File: config.mk
export PLATFORM = sky130hd
export DESIGN_NAME = main_bus_arbiter
export DESIGN_NICKNAME = d
export VERILOG_FILES = /design/src/rtl/main_bus_arbiter.sv
export SDC_FILE = /design/constraint.sdc
export NUM_CORES = 1
export LEC_CHECK = 0
export BUFFER_PORTS_ARGS = -buffer_cell sky130_fd_sc_hd__buf_2
export CAP_MARGIN = 25
export CELL_PAD_IN_SITES_DETAIL_PLACEMENT = 1
export CELL_PAD_IN_SITES_GLOBAL_PLACEMENT = 1
export CORE_MARGIN = 2
export CORE_UTILIZATION = 25
export CTS_BUF_LIST = sky130_fd_sc_hd__clkbuf_4 sky130_fd_sc_hd__clkbuf_8 sky130_fd_sc_hd__clkbuf_16
export DETAILED_ROUTE_END_ITERATION = 12
export HOLD_SLACK_MARGIN = 0.02
export PLACE_DENSITY_LB_ADDON = 0.1
export SLEW_MARGIN = 25
export SYNTH_ARGS = -nofsm -noshare
export SYNTH_HDL_FRONTEND = slang
export SYNTH_SLANG_ARGS = --single-unit
File: constraint.sdc
create_clock -name ClockIn -period 2.5 [get_ports ClockIn]
set_input_delay 0.5 -clock ClockIn [delete_from_list [all_inputs] [get_ports ClockIn]]
set_output_delay 0.5 -clock ClockIn [all_outputs]
set_load 0.05 [all_outputs]
File: src/rtl/main_bus_arbiter.sv
// main_bus_arbiter: shares the CPU main bus between pipeline stage 2 and
// NUM_EXT external masters. The pipeline wins every decision point.
// Externals are served round-robin, and each external grant has a bounded
// hold time. One dead turnaround cycle is inserted between owners.
// Optional feature macro: ARB_STARVE_GUARD_EN. When it is defined, the
// pipeline is forced off the bus after STARVE_LIMIT cycles with externals
// waiting.
module main_bus_arbiter #(
  parameter int unsigned NUM_EXT      = 2,
  parameter int unsigned MAX_HOLD     = 8,
  parameter int unsigned STARVE_LIMIT = 16
) (
  input  logic               ClockIn,
  input  logic               Reset,
  input  logic               PipeBusReq,
  input  logic [NUM_EXT-1:0] ExtReq,
  output logic               PipeGrant,
  output logic [NUM_EXT-1:0] ExtGrant,
  output logic               BusBusy,
  output logic               PipeStall,
  output logic               HoldTimeout
);

  localparam int unsigned PW = (NUM_EXT > 1) ? $clog2(NUM_EXT) : 1;
  localparam int unsigned HW = $clog2(MAX_HOLD + 1);

  localparam logic [1:0] S_IDLE   = 2'd0;
  localparam logic [1:0] S_G_PIPE = 2'd1;
  localparam logic [1:0] S_G_EXT  = 2'd2;
  localparam logic [1:0] S_TURN   = 2'd3;

  logic [1:0]         state_q, state_d;
  logic               pipe_grant_q, pipe_grant_d;
  logic [NUM_EXT-1:0] ext_grant_q, ext_grant_d;
  logic [PW-1:0]      owner_q, owner_d;
  logic [PW-1:0]      rr_ptr_q, rr_ptr_d;
  logic [HW-1:0]      hold_cnt_q, hold_cnt_d;
  logic               timeout_q, timeout_d;

  logic               rr_found;
  logic [PW-1:0]      rr_pick;
  logic [NUM_EXT-1:0] rr_onehot;
  logic               owner_req;
  logic [PW-1:0]      owner_next;
  logic               prefer_ext;
  logic               starve_hit;

  assign owner_req  = |(ExtReq & ext_grant_q);
  assign owner_next = (owner_q == PW'(NUM_EXT - 1)) ? '0 : owner_q + PW'(1);

`ifdef ARB_STARVE_GUARD_EN
  localparam int unsigned SW = $clog2(STARVE_LIMIT + 1);

  logic [SW-1:0] starve_cnt_q, starve_cnt_d;
  logic          prefer_ext_q, prefer_ext_d;

  assign starve_hit = (state_q == S_G_PIPE) && PipeBusReq && (|ExtReq) &&
                      (starve_cnt_q == SW'(STARVE_LIMIT - 1));
  assign prefer_ext = prefer_ext_q;

  // Starvation counter: counts pipeline-owned cycles with externals waiting;
  // reaching the limit arms a one-shot external preference for the next TURN.
  always_comb begin
    starve_cnt_d = starve_cnt_q;
    prefer_ext_d = prefer_ext_q;
    if (state_q == S_G_PIPE) begin
      if (!PipeBusReq || starve_hit) begin
        starve_cnt_d = '0;
      end else if (|ExtReq) begin
        starve_cnt_d = starve_cnt_q + SW'(1);
      end
      if (starve_hit) begin
        prefer_ext_d = 1'b1;
      end
    end else begin
      starve_cnt_d = '0;
      prefer_ext_d = '0;
    end
  end

  // Starvation guard registers.
  always_ff @(posedge ClockIn or posedge Reset) begin
    if (Reset) begin
      starve_cnt_q <= '0;
      prefer_ext_q <= 1'b0;
    end else begin
      starve_cnt_q <= starve_cnt_d;
      prefer_ext_q <= prefer_ext_d;
    end
  end
`else
  logic unused_starve_limit;
  assign unused_starve_limit = (STARVE_LIMIT == 0);
  assign starve_hit = 1'b0;
  assign prefer_ext = 1'b0;
`endif

  // Round-robin scan: first requesting external at or after rr_ptr, wrapping.
  always_comb begin
    rr_found  = 1'b0;
    rr_pick   = rr_ptr_q;
    rr_onehot = '0;
    for (int unsigned i = 0; i < NUM_EXT; i++) begin
      for (int unsigned j = 0; j < NUM_EXT; j++) begin
        if (!rr_found && ExtReq[j] && (((32'(rr_ptr_q) + i) % NUM_EXT) == j)) begin
          rr_found     = 1'b1;
          rr_pick      = PW'(j);
          rr_onehot    = '0;
          rr_onehot[j] = 1'b1;
        end
      end
    end
  end

  // Next-state logic: decisions in IDLE/TURN, release and hold limit in grant states.
  always_comb begin
    state_d      = state_q;
    pipe_grant_d = pipe_grant_q;
    ext_grant_d  = ext_grant_q;
    owner_d      = owner_q;
    rr_ptr_d     = rr_ptr_q;
    hold_cnt_d   = hold_cnt_q;
    timeout_d    = 1'b0;
    case (state_q)
      S_G_PIPE: begin
        if (!PipeBusReq || starve_hit) begin
          state_d      = S_TURN;
          pipe_grant_d = 1'b0;
        end
      end
      S_G_EXT: begin
        if (!owner_req || (hold_cnt_q == HW'(MAX_HOLD))) begin
          // A same-cycle owner drop counts as a normal release, not a timeout.
          timeout_d   = owner_req;
          state_d     = S_TURN;
          ext_grant_d = '0;
          hold_cnt_d  = '0;
          rr_ptr_d    = owner_next;
        end else begin
          hold_cnt_d = hold_cnt_q + HW'(1);
        end
      end
      default: begin
        state_d      = S_IDLE;
        pipe_grant_d = 1'b0;
        ext_grant_d  = '0;
        hold_cnt_d   = '0;
        if (rr_found && (prefer_ext || !PipeBusReq)) begin
          state_d     = S_G_EXT;
          ext_grant_d = rr_onehot;
          owner_d     = rr_pick;
          hold_cnt_d  = HW'(1);
        end else if (PipeBusReq) begin
          state_d      = S_G_PIPE;
          pipe_grant_d = 1'b1;
        end
      end
    endcase
  end

  // Arbiter state registers; reset drops all grants immediately.
  always_ff @(posedge ClockIn or posedge Reset) begin
    if (Reset) begin
      state_q      <= S_IDLE;
      pipe_grant_q <= 1'b0;
      ext_grant_q  <= '0;
      owner_q      <= '0;
      rr_ptr_q     <= '0;
      hold_cnt_q   <= '0;
      timeout_q    <= 1'b0;
    end else begin
      state_q      <= state_d;
      pipe_grant_q <= pipe_grant_d;
      ext_grant_q  <= ext_grant_d;
      owner_q      <= owner_d;
      rr_ptr_q     <= rr_ptr_d;
      hold_cnt_q   <= hold_cnt_d;
      timeout_q    <= timeout_d;
    end
  end

  assign PipeGrant   = pipe_grant_q;
  assign ExtGrant    = ext_grant_q;
  assign BusBusy     = pipe_grant_q | (|ext_grant_q);
  assign PipeStall   = PipeBusReq & ~pipe_grant_q;
  assign HoldTimeout = timeout_q;

endmodule

==> results_dict.tcl <==
set metrics [dict create \
    outcome "completed" \
    async_reset_ff_frac 1.000 \
    clkLatencyLatePin_ns 0.28 \
    dieHeight_um 57.08 \
    io_buffers 10 \
    multiInputGateArea_um2 364.1 \
    grt_max_degree 15 \
    htree_levels 1 \
    synth_edf_count 0 \
    total_power_uw 936.4 \
    avgSynthCellArea_um2 9.650 \
    num_vias 575 \
    p_sw_frac 0.4633 \
    regArea_um2 300.3 \
    syn_nets 82 \
    mostFrequentLayoutCells "dfrtp_1, buf_2, inv_1" \
    drv_slew 0 \
    grt_pass1_wl_um 2753 \
    clockRootBuffer "clkbuf_4" \
    p_per_area_nw_per_um2 1143 \
    rsz0062_at_grt "false" \
    synthXorXnorAreaFrac 0 \
    path_clk_slew_ns 0.09 \
    synthSimpleGateAreaFrac 0.2220 \
    critical_path.max_fanout 4 \
    synth_top_family_by_area "simple AND/OR/NAND/NOR gates" \
    period_minus_slack_ns 1.786 \
    min-delay-path-class "input port to async pin" \
    ys_seq_elements 12 \
    die_x_um 57.08 \
    hold_viol_final 0 \
    grt_pass1_vias 585 \
    end_kind "primary output" \
    antenna_cells 0 \
    drt_iter0_drc 15 \
    pwr-share-comb 0.499 \
    gp_congestion 0.7073 \
    relSlewSlack 0.6685 \
    fill_cells 322 \
    p_switching_uw 433.8 \
    yosysTopAreaCell "dfrtp_1" \
    grt_usage 0.1113 \
    antenna_found_initial 0 \
    yosysWarnings 0 \
    synth_area_leaders "dfrtp_1, ha_1, inv_1" \
    grt-ovfl-total 0 \
    crit_path_start_kind "flip-flop" \
    finalWirelength_um 1608 \
    start_util 0.2599 \
    critical_path_class "flip-flop to primary output" \
    fmax_mhz 559.8 \
    mostFrequentLayoutCell "dfrtp_1" \
    peakVddDrop_v 0.0006015 \
    final-setup-viol-count 0 \
    synthFlopType "dfrtp_1" \
    clock_skew_ns 0.004531 \
    hold_buffers 0 \
    netlist.area_leader.share 0.4263 \
    ios 11 \
    dieArea_um2 3258 \
    ant_nets 0 \
    synth_area_um2 704.4 \
    seq_power_share 0.326 \
    drc 0 \
    fin_crit_sh 0.7146 \
    drv_cap 0 \
    post_cts_buffers 0 \
    clockBufferDepth 2 \
    cts_tree "done" \
    ys_seq_area_frac 0.4263 \
    synth_compound_gate_area_share 0.2096 \
    area_delta_synth_final_pct 16.34 \
    clock_power_share 0.175 \
    fin_util 0.3024 \
    rows 19 \
    power_leakage_uw 0.0003789 \
    wl_per_cell_um 13.86 \
    worst_pin_slew_ns 0.4972 \
    nets 95 \
    synthCells 73 \
    via_per_inst 4.957 \
    cp.required_ns 2.00 \
    cts.sinks 12 \
    first_pass_iters 2 \
    synthAdderAreaFrac 0.07105 \
    internal_power_uw 502.6 \
    cp.arrival_ns 1.29 \
    fin_tns_setup_ns 0 \
    cts_buffers 3 \
    synthMuxAreaShare 0.01421 \
    design.core.area_um2 2710 \
    drive_gt1_frac 0.2000 \
    synth_cell_types 29 \
    cts_resized 0 \
]
[cell type report]
type,count,share of cell area
timing repair buffer,10,0.06107
clock buffer,4,0.04427
tap,31,0.04733
multi-input combinational,51,0.4443
sequential,12,0.3664
inverter,8,0.03664
[power by group through the flow]
stage               clock network (uW)  registers, uW  logic [uW]
floorplan                            0            366         313
global placement                     0            309         471
detailed placement                   0            313         472
CTS                                172            309         476
global route                       178            319         518
finish                             164            305         467
[cells in the mapped netlist (2+ instances only)]
library cell / number
nand2_1: 6
nor3_1: 2
nor2_1: 5
inv_1: 8
nor2b_1: 4
o21ai_0: 4
nand4_1: 2
a31oi_1: 2
nand3_1: 3
nand2b_1: 2
a2bb2oi_1: 2
ha_1: 4
dfrtp_1: 12
buf_2: 2
[per-stage QoR]
step                      hold slack [ns]  cell area [um^2]  std cells  setup WS, ns
final                              0.2194             819.5        116        0.7136
after global placement             0.4451             783.3        112        0.9530
after CTS                          0.2375             819.5        116        0.6838
after detailed placement           0.4574             783.3        112        0.9283
after floorplan                    0.3647             704.4         73        0.6628
after global routing               0.2596             819.5        116        0.6571
[worst max-delay path, cell delays in order (launching register included)]
cell and delay, ns:
dfrtp_1 0.42, or3_1 0.37, buf_2 0.22
[routing by layer]
metal  vias up  wire length (um)  GRT usage
li1        285                 -          -
met1       275               817     0.1471
met2        11               699     0.1724
met3         4                64    0.02721
met4         0                26    0.04983
met5         -                 0          0
[cells by family after synthesis]
group / after synthesis
buffers and inverters: 10
muxes: 1
and+or+nand+nor: 28
AOI/OAI and AO/OA: 18
adders and majority gates: 4
DFF: 12
[path summary, 6_finish.rpt]
check | start | slack [ns] | depth (start not counted) | end
min in group ClockIn | owner_q$_DFFE_PP0P_ | 0.46 | 1 | rr_ptr_q$_DFFE_PP0P_
worst max register to register | state_q[0]$_DFFE_PP0P_ | 1.01 | 4 | rr_ptr_q$_DFFE_PP0P_
worst max-delay path | ExtGrant[1]$_DFFE_PP0P_ | 0.71 | 2 | BusBusy
worst min register to register | owner_q$_DFFE_PP0P_ | 0.46 | 1 | rr_ptr_q$_DFFE_PP0P_
max in group asynchronous | Reset | 1.95 | 2 | rr_ptr_q$_DFFE_PP0P_
worst min-delay path | Reset | 0.22 | 2 | hold_cnt_q[3]$_DFFE_PP0P_
[sequential cells by signal, summed over array words and instances, names as in the netlist]
signal and flops:
state_q 2, hold_cnt_q 4, ExtGrant 2, owner_q 1, PipeGrant 1, rr_ptr_q 1
HoldTimeout 1
Note: power is estimated with default switching activity, not from simulation.
